==> src/rtl/simon_ctrl_v2_if.sv <==
// simon_ctrl_v2_if: game-side inputs and registered status
// of the Simon round controller.
interface simon_ctrl_v2_if #(
  parameter int SCORE_W = 4,
  parameter int LIVES_W = 2
);
  logic               simon_says;
  logic               sk_strobe;
  logic               round_passed;
  logic               sd_is_empty;
  logic               restart;
  logic               sd_srst;
  logic               fr_en;
  logic               mem_en;
  logic               is_wrong;
  logic               is_correct;
  logic               timed_out;
  logic [SCORE_W-1:0] score;
  logic [SCORE_W-1:0] best;
  logic [LIVES_W-1:0] lives_left;
  logic [2:0]         state;

  modport master (
    output simon_says, sk_strobe, round_passed,
    output sd_is_empty, restart,
    input  sd_srst, fr_en, mem_en,
    input  is_wrong, is_correct, timed_out,
    input  score, best, lives_left, state
  );

  modport slave (
    input  simon_says, sk_strobe, round_passed,
    input  sd_is_empty, restart,
    output sd_srst, fr_en, mem_en,
    output is_wrong, is_correct, timed_out,
    output score, best, lives_left, state
  );
endinterface

==> src/rtl/simon_ctrl_v2.sv <==
// simon_ctrl_v2: Simon-says round controller with lives,
// score/best tracking and an idle timeout in PLAY.
module simon_ctrl_v2 #(
  parameter int SCORE_W     = 4,
  parameter int WIN_SCORE   = 9,
  parameter int LIVES       = 3,
  parameter int LIVES_W     = 2,
  parameter int TIMEOUT_CYC = 1000,
  parameter int TO_W        = 16
) (
  input logic            clk,
  input logic            rst,
  simon_ctrl_v2_if.slave bus
);
  typedef enum logic [2:0] {
    READY = 3'd0,
    PLAY  = 3'd1,
    FAIL  = 3'd2,
    PASS  = 3'd3,
    WIN   = 3'd4,
    RETRY = 3'd5
  } st_t;

  localparam logic [SCORE_W-1:0] WIN_SC  = SCORE_W'(WIN_SCORE);
  localparam logic [LIVES_W-1:0] LIVES_I = LIVES_W'(LIVES);
  localparam logic [TO_W-1:0]    TO_LAST = TO_W'(TIMEOUT_CYC - 1);
  localparam logic               TO_ON   = (TIMEOUT_CYC != 0);

  st_t                state_q;
  logic               sd_srst_q;
  logic               fr_en_q;
  logic               mem_en_q;
  logic               is_wrong_q;
  logic               is_correct_q;
  logic               timed_out_q;
  logic [SCORE_W-1:0] score_q;
  logic [SCORE_W-1:0] best_q;
  logic [LIVES_W-1:0] lives_q;
  logic [TO_W-1:0]    cnt_q;

  logic               in_play;
  logic               drain;
  logic               strobe;
  logic               expire;
  logic               miss;
  logic [SCORE_W-1:0] score_inc;

  // drain beats strobe beats timeout
  always_comb begin
    in_play   = (state_q == PLAY);
    drain     = in_play && !sd_srst_q && bus.sd_is_empty;
    strobe    = in_play && !drain && bus.sk_strobe;
    expire    = in_play && !drain && !bus.sk_strobe &&
                TO_ON && (cnt_q == TO_LAST);
    miss      = (drain && bus.simon_says && !bus.round_passed) ||
                (strobe && !bus.simon_says) || expire;
    score_inc = score_q + SCORE_W'(1);
  end

  always_ff @(posedge clk) begin
    if (!rst) begin
      state_q      <= READY;
      sd_srst_q    <= 1'b1;
      fr_en_q      <= 1'b1;
      mem_en_q     <= 1'b1;
      is_wrong_q   <= 1'b0;
      is_correct_q <= 1'b0;
      timed_out_q  <= 1'b0;
      score_q      <= '0;
      best_q       <= '0;
      lives_q      <= LIVES_I;
      cnt_q        <= '0;
    end else begin
      unique case (state_q)
        READY: begin
          sd_srst_q <= 1'b0;
          mem_en_q  <= 1'b1;
          fr_en_q   <= 1'b1;
          if (bus.sd_is_empty) begin
            state_q      <= PLAY;
            mem_en_q     <= 1'b0;
            fr_en_q      <= 1'b0;
            sd_srst_q    <= 1'b1;
            is_correct_q <= 1'b0;
            cnt_q        <= '0;
          end
        end
        PLAY: begin
          fr_en_q <= 1'b0;
          if (!bus.sd_is_empty) sd_srst_q <= 1'b0;
          if (drain) begin
            sd_srst_q <= 1'b1;
          end else if (strobe) begin
            fr_en_q <= 1'b1;
            cnt_q   <= '0;
          end else begin
            cnt_q <= cnt_q + TO_W'(1);
          end
          if (expire) timed_out_q <= 1'b1;
          if (miss) begin
            if (lives_q > LIVES_W'(1)) begin
              lives_q <= lives_q - LIVES_W'(1);
              state_q <= RETRY;
            end else begin
              lives_q    <= '0;
              is_wrong_q <= 1'b1;
              state_q    <= FAIL;
            end
          end else if (drain) begin
            state_q <= PASS;
          end
        end
        RETRY: begin
          sd_srst_q <= 1'b1;
          state_q   <= READY;
        end
        PASS: begin
          is_correct_q <= 1'b1;
          if (score_q == WIN_SC) begin
            state_q <= WIN;
          end else if (bus.sd_is_empty) begin
            sd_srst_q <= 1'b1;
          end else begin
            score_q   <= score_inc;
            sd_srst_q <= 1'b0;
            state_q   <= READY;
            if (score_inc > best_q) best_q <= score_inc;
          end
        end
        FAIL, WIN: begin
          if (bus.restart) begin
            state_q      <= READY;
            score_q      <= '0;
            lives_q      <= LIVES_I;
            is_wrong_q   <= 1'b0;
            is_correct_q <= 1'b0;
            timed_out_q  <= 1'b0;
            sd_srst_q    <= 1'b1;
          end
        end
        default: state_q <= READY;
      endcase
    end
  end

  assign bus.sd_srst    = sd_srst_q;
  assign bus.fr_en      = fr_en_q;
  assign bus.mem_en     = mem_en_q;
  assign bus.is_wrong   = is_wrong_q;
  assign bus.is_correct = is_correct_q;
  assign bus.timed_out  = timed_out_q;
  assign bus.score      = score_q;
  assign bus.best       = best_q;
  assign bus.lives_left = lives_q;
  assign bus.state      = state_q;
endmodule

==> src/flat_wrapper.sv <==
// flat-port wrapper written by rule: the top's interface ports become plain ports
module simon_ctrl_v2_flat 
#(
  parameter int SCORE_W     = 4,
  parameter int WIN_SCORE   = 9,
  parameter int LIVES       = 3,
  parameter int LIVES_W     = 2,
  parameter int TIMEOUT_CYC = 1000,
  parameter int TO_W        = 16
)
  (clk, rst, bus_simon_says, bus_sk_strobe, bus_round_passed, bus_sd_is_empty, bus_restart, bus_sd_srst, bus_fr_en, bus_mem_en, bus_is_wrong, bus_is_correct, bus_timed_out, bus_score, bus_best, bus_lives_left, bus_state);
  simon_ctrl_v2_if #(.SCORE_W(SCORE_W), .LIVES_W(LIVES_W)) bus_i ();
  input logic clk;
  input logic rst;
  input wire logic [$bits(bus_i.simon_says)-1:0] bus_simon_says;
  input wire logic [$bits(bus_i.sk_strobe)-1:0] bus_sk_strobe;
  input wire logic [$bits(bus_i.round_passed)-1:0] bus_round_passed;
  input wire logic [$bits(bus_i.sd_is_empty)-1:0] bus_sd_is_empty;
  input wire logic [$bits(bus_i.restart)-1:0] bus_restart;
  output wire logic [$bits(bus_i.sd_srst)-1:0] bus_sd_srst;
  output wire logic [$bits(bus_i.fr_en)-1:0] bus_fr_en;
  output wire logic [$bits(bus_i.mem_en)-1:0] bus_mem_en;
  output wire logic [$bits(bus_i.is_wrong)-1:0] bus_is_wrong;
  output wire logic [$bits(bus_i.is_correct)-1:0] bus_is_correct;
  output wire logic [$bits(bus_i.timed_out)-1:0] bus_timed_out;
  output wire logic [$bits(bus_i.score)-1:0] bus_score;
  output wire logic [$bits(bus_i.best)-1:0] bus_best;
  output wire logic [$bits(bus_i.lives_left)-1:0] bus_lives_left;
  output wire logic [$bits(bus_i.state)-1:0] bus_state;
  assign bus_i.simon_says = bus_simon_says;
  assign bus_i.sk_strobe = bus_sk_strobe;
  assign bus_i.round_passed = bus_round_passed;
  assign bus_i.sd_is_empty = bus_sd_is_empty;
  assign bus_i.restart = bus_restart;
  assign bus_sd_srst = bus_i.sd_srst;
  assign bus_fr_en = bus_i.fr_en;
  assign bus_mem_en = bus_i.mem_en;
  assign bus_is_wrong = bus_i.is_wrong;
  assign bus_is_correct = bus_i.is_correct;
  assign bus_timed_out = bus_i.timed_out;
  assign bus_score = bus_i.score;
  assign bus_best = bus_i.best;
  assign bus_lives_left = bus_i.lives_left;
  assign bus_state = bus_i.state;
  simon_ctrl_v2 #(.SCORE_W(SCORE_W), .WIN_SCORE(WIN_SCORE), .LIVES(LIVES), .LIVES_W(LIVES_W), .TIMEOUT_CYC(TIMEOUT_CYC), .TO_W(TO_W)) u_core (.clk(clk), .rst(rst), .bus(bus_i));
endmodule
==> config.mk <==
export PLATFORM = sky130hd
export DESIGN_NAME = simon_ctrl_v2_flat
export DESIGN_NICKNAME = d
export VERILOG_FILES = /design/src/rtl/simon_ctrl_v2_if.sv /design/src/rtl/simon_ctrl_v2.sv /design/src/flat_wrapper.sv
export SDC_FILE = /design/constraint.sdc
export NUM_CORES = 1
export LEC_CHECK = 0
export CAP_MARGIN = 20
export CORE_MARGIN = 2
export CORE_UTILIZATION = 30
export DETAILED_ROUTE_END_ITERATION = 6
export PLACE_DENSITY_LB_ADDON = 0.08
export SLEW_MARGIN = 25
export SYNTH_ARGS = -nofsm -noshare
export SYNTH_HDL_FRONTEND = slang
export SYNTH_SLANG_ARGS = --single-unit
==> constraint.sdc <==
create_clock -name clk -period 4.19 [get_ports clk]
set_clock_uncertainty 0.15 [all_clocks]
set_input_delay 0.838 -clock clk [delete_from_list [all_inputs] [get_ports clk]]
set_output_delay 0.838 -clock clk [all_outputs]
set_load 0.02 [all_outputs]
==> results of run 1 <==
==> metrics by stage <==
stage	setup WS, ns	utilization	instances	power, uW
floorplan	1.41	-	231	446
global placement	0.667	0.369	324	494
detailed placement	0.644	0.369	324	493
CTS	0.945	0.381	330	723
global route	0.804	0.381	330	750
finish	0.932	0.381	330	713
==> cell usage after synthesis, drive strengths merged (4+ instances only) <==
master,instances,area share
nand3,7,0.019
ha,7,0.046
xnor2,6,0.028
o31ai,4,0.016
a22oi,5,0.020
o21ai,16,0.042
clkbuf,7,0.014
xor2,7,0.032
nand2,17,0.034
dfxtp,35,0.37
nand4,8,0.026
or4,4,0.016
inv,13,0.026
nor2,32,0.064
nor4,5,0.017
and3,4,0.013
a211oi,5,0.020
a21oi,12,0.032
==> worst max-delay path, stage by stage <==
cell and delay, ns:
clkdlybuf4s50_1 0.63, nor2_1 0.13, a2111o_1 0.52, or4_1 0.59, or4b_1 0.47, a21oi_1 0.14
==> area by class of cell <==
| cell class | instances | area, sq um |
|---|---|---|
| multi-input cells | 175 | 1110 |
| well taps | 75 | 93.8 |
| clock buffers | 6 | 72.6 |
| repair buffers | 26 | 258 |
| fillers | 631 | 3710 |
| inverters | 13 | 48.8 |
| flip-flops and latches | 35 | 701 |
==> worst max path at each step <==
stage / endpoint / from / slack, ns
6_report: u_core.cnt_q[14]$_SDFFE_PN0P_ / bus_sd_is_empty / 0.93
5_1_grt: u_core.cnt_q[14]$_SDFFE_PN0P_ / bus_sd_is_empty / 0.80
4_1_cts: u_core.cnt_q[14]$_SDFFE_PN0P_ / bus_sd_is_empty / 0.95
3_5_place_dp: u_core.cnt_q[14]$_SDFFE_PN0P_ / bus_sd_is_empty / 0.64
3_3_place_gp: u_core.cnt_q[14]$_SDFFE_PN0P_ / bus_sd_is_empty / 0.67
2_1_floorplan: u_core.cnt_q[14]$_SDFFE_PN0P_ / bus_sd_is_empty / 1.41
==> where the power goes <==
group / internal, uW / switching (uW)
combinational: 51.1 / 70.8
clock: 111 / 117
sequential: 343 / 20.0
==> per-layer routing <==
metal,routed length [um],track usage,vias to the layer above,share of wire
met5,0,0,-,0
met4,61,0.0537,0,0.013
met3,200,0.0348,6,0.043
met2,1860,0.195,34,0.40
met1,2490,0.192,801,0.54
li1,-,-,888,-
==> state kept, by name (all words and copies together) (netlist names), 2 cells and up <==
register               flops
u_core.bus.state           3
u_core.bus.lives_left      2
u_core.bus.score           4
u_core.cnt_q              16
u_core.bus.best            4
==> kinds of logic after synthesis <==
group	synth area share
buffers and inverters	0.0424
AO/OA/AOI/OAI	0.188
flip-flops	0.371
XOR/XNOR	0.0602
multiplexers	0.0106
AND/OR/NAND/NOR	0.282
adder cells (fa/ha/maj)	0.0463
==> impl_metrics.yaml, run 1 <==
finish:
  mostFrequentLayoutCells: "35 x dfxtp_1, 32 x nor2_1, 25 x clkdlybuf4s50_1"
  insertedDiodeCount: 0
  finalInstanceArea_sq_um: 2280
  drive_gt1_frac: 0.0353
  area_growth_pct: 20.8
  layout_commonest_cell: "dfxtp_1"
  nets: 270
setup_path:
  cp-start-kind: "input pin"
  rrSetupSlack_ns: 1.36
  cp-end-kind: "flop"
  cp_max_fo: 8
  r2r-start: "u_core.bus.state[0]$_SDFFE_PN0P_"
  r2r_cells: 5
  cp.required_ns: 4.26
  r2r_end: "u_core.cnt_q[14]$_SDFFE_PN0P_"
  path_class: "in2reg"
  critPathArrivalTime_ns: 3.33
detailed_routing:
  drt-total-wl_um: 4610
  drcViolationCount: 0
  vias: 1729
  drt-pass1-iter-count: 4
  viasPerCell: 5.24
  wl_per_cell_um: 14.0
  route.antenna.remaining_nets: 0
  drt-initial-drc-count: 93
clocking:
  insertion_delay_ns: 0.29
  cts.repair.resized: 0
  cts_tree: "done"
  h-tree-depth: 2
  cts-root-buf: "clkbuf_8"
  cts_buffers: 5
  cts_setup_buffers: 0
  cts_hold_buf: 0
  clockBufferDepth: 2
  clock-sinks: 35
  clk_pin_slew_worst_paths_ns: 0.07
logic_synthesis:
  syn_inst: 231
  synth_area_per_cell_sq_um: 8.18
  ys_seq_elements: 35
  syn_nets: 245
  yosysSeqAreaShare: 0.371
  async_reset_ff_frac: 0
  ys_warn_count: 0
  syn_area_sq_um: 1890
  synth_ff_type: "dfxtp_1"
  synth_edf_count: 0
  yosysUniqueCellTypes: 45
placement:
  placed_area_sq_um: 2210
  gp_congestion: 0.749
  portBuffers: 25
  dpl.hpwl_um: 3260
hold_path:
  hold_start: "u_core.bus.is_wrong$_SDFFE_PN0P_"
  hold_path_end: "u_core.bus.is_wrong$_SDFFE_PN0P_"
  hold_depth: 1
  hold_class: "reg2reg"
grt:
  grt_max_degree: 18
  grt_pass1_wl_um: 7700
  grt_pass1_vias: 1577
  grt-ovfl-total: 0
  antenna_found_initial: 0
  grt_usage: 0.136
flow_run:
  maxCapViolCount: 0
sta:
  rsz0062_at_grt: "no"
  finalSetupTns_ns: 0
  period_share: 0.777
  slew_violations: 0
  fin_hold_ws_ns: 0.316
  max_freq_mhz: 307
  max_slew_margin: 0.589
  setup_viol: 0
  worstMarginPinSlew_ns: 0.617
  min_period_ns: 3.26
  hold_viol: 0
power:
  power.density_nw_per_um2: 312
  ir_drop_mv: 0.0997
  power.leakage_uw: 0.000823
die:
  die_w_um: 83.4
  rows: 28
  die_h_um: 83.4
  core_area_sq_um: 5990
  dieArea_sq_um: 6950
  start_util: 0.316
  io_pins: 26
status:
  outcome: "completed"
No activity file was read; power rests on OpenSTA's default activity.
==> run 2, diff against run 1 <==
==> constraint.sdc (replaced) <==
create_clock -name clk -period 3.1 [get_ports clk]
set_clock_uncertainty 0.15 [all_clocks]
set_input_delay 0.62 -clock clk [delete_from_list [all_inputs] [get_ports clk]]
set_output_delay 0.62 -clock clk [all_outputs]
set_load 0.02 [all_outputs]
==> run 2 against run 1 <==
Effect of this change: design area is 3.0% higher; sequential share of layout area is 0.88 points lower; clock power is 32% higher; clock-buffer cell count stayed put; first-iteration DRC count is 12% higher; worst hold slack better by 0.022 ns; critical path depth stayed put; global-route usage is 0.34 points higher; register-to-register slack worse by 0.68 ns; flip-flop and latch count stayed put.
==> impl_metrics.yaml, run 2 (synthesized netlist as in run 1, its figures left out) <==
grt:
  grt_usage: 0.139
  antenna_found_initial: 0
  grt_max_degree: 15
  grt-busiest-layer: "met2"
  grt_pass1_vias: 1718
  grt-ovfl-total: 0
  met1_usage: 0.194
  grt_pass1_wl_um: 8030
  grt_use_met3: 0.0318
  use_met2: 0.216
finish:
  area_growth_pct: 24.4
  top_register: "u_core.cnt_q"
  multi_input_comb_area_sq_um: 1110
  fill_cells: 607
  nets: 279
  drive_gt1_frac: 0.0682
  mostFrequentLayoutCells: "35 x dfxtp_1, 32 x nor2_1, 25 x clkdlybuf4s50_1"
  largest_reg_flops: 16
  ff_latch_area_sq_um: 701
  layout_commonest_cell: "dfxtp_1"
  insertedDiodeCount: 0
  layoutNonFillerInstCount: 339
power:
  power_uw: 971
  ir_drop_mv: 0.197
  power.leakage_uw: 0.000866
  power.density_nw_per_um2: 413
clocking:
  clockBufferDepth: 2
  cts.repair.resized: 0
  h-tree-depth: 2
  clk_pin_slew_worst_paths_ns: 0.07
  cts_setup_buffers: 0
  cts_hold_buf: 0
  cts_buffers: 5
  clock-sinks: 35
  cts_tree: "done"
  insertion_delay_ns: 0.28
  cts-root-buf: "clkbuf_8"
setup_path:
  path_depth: 6
  crit_chain: "clkdlybuf4s50_1 > nor2b_4 > a2111o_1 > or4_1 > or4b_1 > a21oi_1"
  cp.required_ns: 3.16
  critPathBufInv: 1
  cp_max_fo: 3
  critPathArrivalTime_ns: 2.86
  cp-start-kind: "input pin"
  crit_slowest_cell: "or4_1"
  r2r_cells: 8
  slowest_delay_ns: 0.57
  crit_family: "simple AND/OR/NAND/NOR gates"
  cp-end-kind: "flop"
  path_class: "in2reg"
  rrSetupSlack_ns: 0.68
die:
  start_util: 0.316
  die_w_um: 83.4
  core_area_sq_um: 5990
  dieArea_sq_um: 6950
  rows: 28
  die_h_um: 83.4
  io_pins: 26
sta:
  finalSetupTns_ns: 0
  worst_slack_ns: 0.295
  period_share: 0.905
  min_period_ns: 2.81
  slew_violations: 0
  max_slew_margin: 0.623
  max_freq_mhz: 356
  rsz0062_at_grt: "no"
  hold_viol: 0
  setup_viol: 0
  worstMarginPinSlew_ns: 0.564
detailed_routing:
  vias: 1746
  viasPerCell: 5.15
  drt-total-wl_um: 4540
  drt-pass1-iter-count: 4
  drcViolationCount: 0
  wl_per_cell_um: 13.4
  drt-initial-drc-count: 104
  route.antenna.remaining_nets: 0
hold_path:
  hold_class: "reg2reg"
  hold_depth: 2
placement:
  gp_congestion: 0.814
  place_inst: 333
  portBuffers: 25
  dpl.hpwl_um: 3390
  place_ws_ns: 0.0114
flow_run:
  maxCapViolCount: 0
status:
  outcome: "completed"
## run 2: layer usage
metal | share of wire | vias up | wire, um
met2 | 0.42 | 31 | 1890
met4 | 0.010 | 0 | 47
met1 | 0.54 | 804 | 2450
met5 | 0 | - | 0
li1 | - | 906 | -
met3 | 0.035 | 5 | 157
## run 2: area by class of cell
class                   instances  area share
clock buffers                   6      0.0309
inverters                      13      0.0208
multi-input cells             175       0.472
flip-flops and latches         35       0.298
well taps                      75      0.0399
repair buffers                 35       0.138
## run 2: final timing paths
kind	end	from
setup / recovery	u_core.cnt_q[14]$_SDFFE_PN0P_	bus_sd_is_empty
hold / removal	u_core.bus.mem_en$_SDFFE_PN1P_	u_core.bus.mem_en$_SDFFE_PN1P_
setup reg to reg	u_core.bus.best[1]$_SDFFE_PN0P_	u_core.bus.score[0]$_SDFFE_PN0P_
hold reg to reg	u_core.bus.mem_en$_SDFFE_PN1P_	u_core.bus.mem_en$_SDFFE_PN1P_
## run 2: power breakdown
| group | leakage, uW | switching (uW) | internal, uW |
|---|---|---|---|
| combinational | 0.000545 | 104 | 84.0 |
| clock | 0.0000371 | 150 | 150 |
| sequential | 0.000284 | 19.0 | 464 |
## run 2: through the flow
stage	instance area (sq um)	hold WS (ns)	util
floorplan	1890	0.316	-
finish	2350	0.338	0.392
detailed placement	2280	0.326	0.380
CTS	2350	0.343	0.392
global route	2350	0.351	0.392
global placement	2280	0.316	0.380
## run 2: tightest hold or removal path, stage by stage (launching register included)
cell and delay, ns:
dfxtp_1 0.31, nand2_1 0.05, o211ai_1 0.08
==> run 3, diff against run 2 <==
==> constraint.sdc (replaced) <==
create_clock -name clk -period 3.1 [get_ports clk]
set_clock_uncertainty 0.15 [all_clocks]
set_input_delay 0.62 -clock clk [delete_from_list [all_inputs] [get_ports clk]]
set_output_delay 0.62 -clock clk [all_outputs]
set_load 0.01 [all_outputs]
==> results of run 3 <==
The final DEF is identical to that of run 2. Status: completed.
Main changes from that run: total power 971 uW -> 963 uW
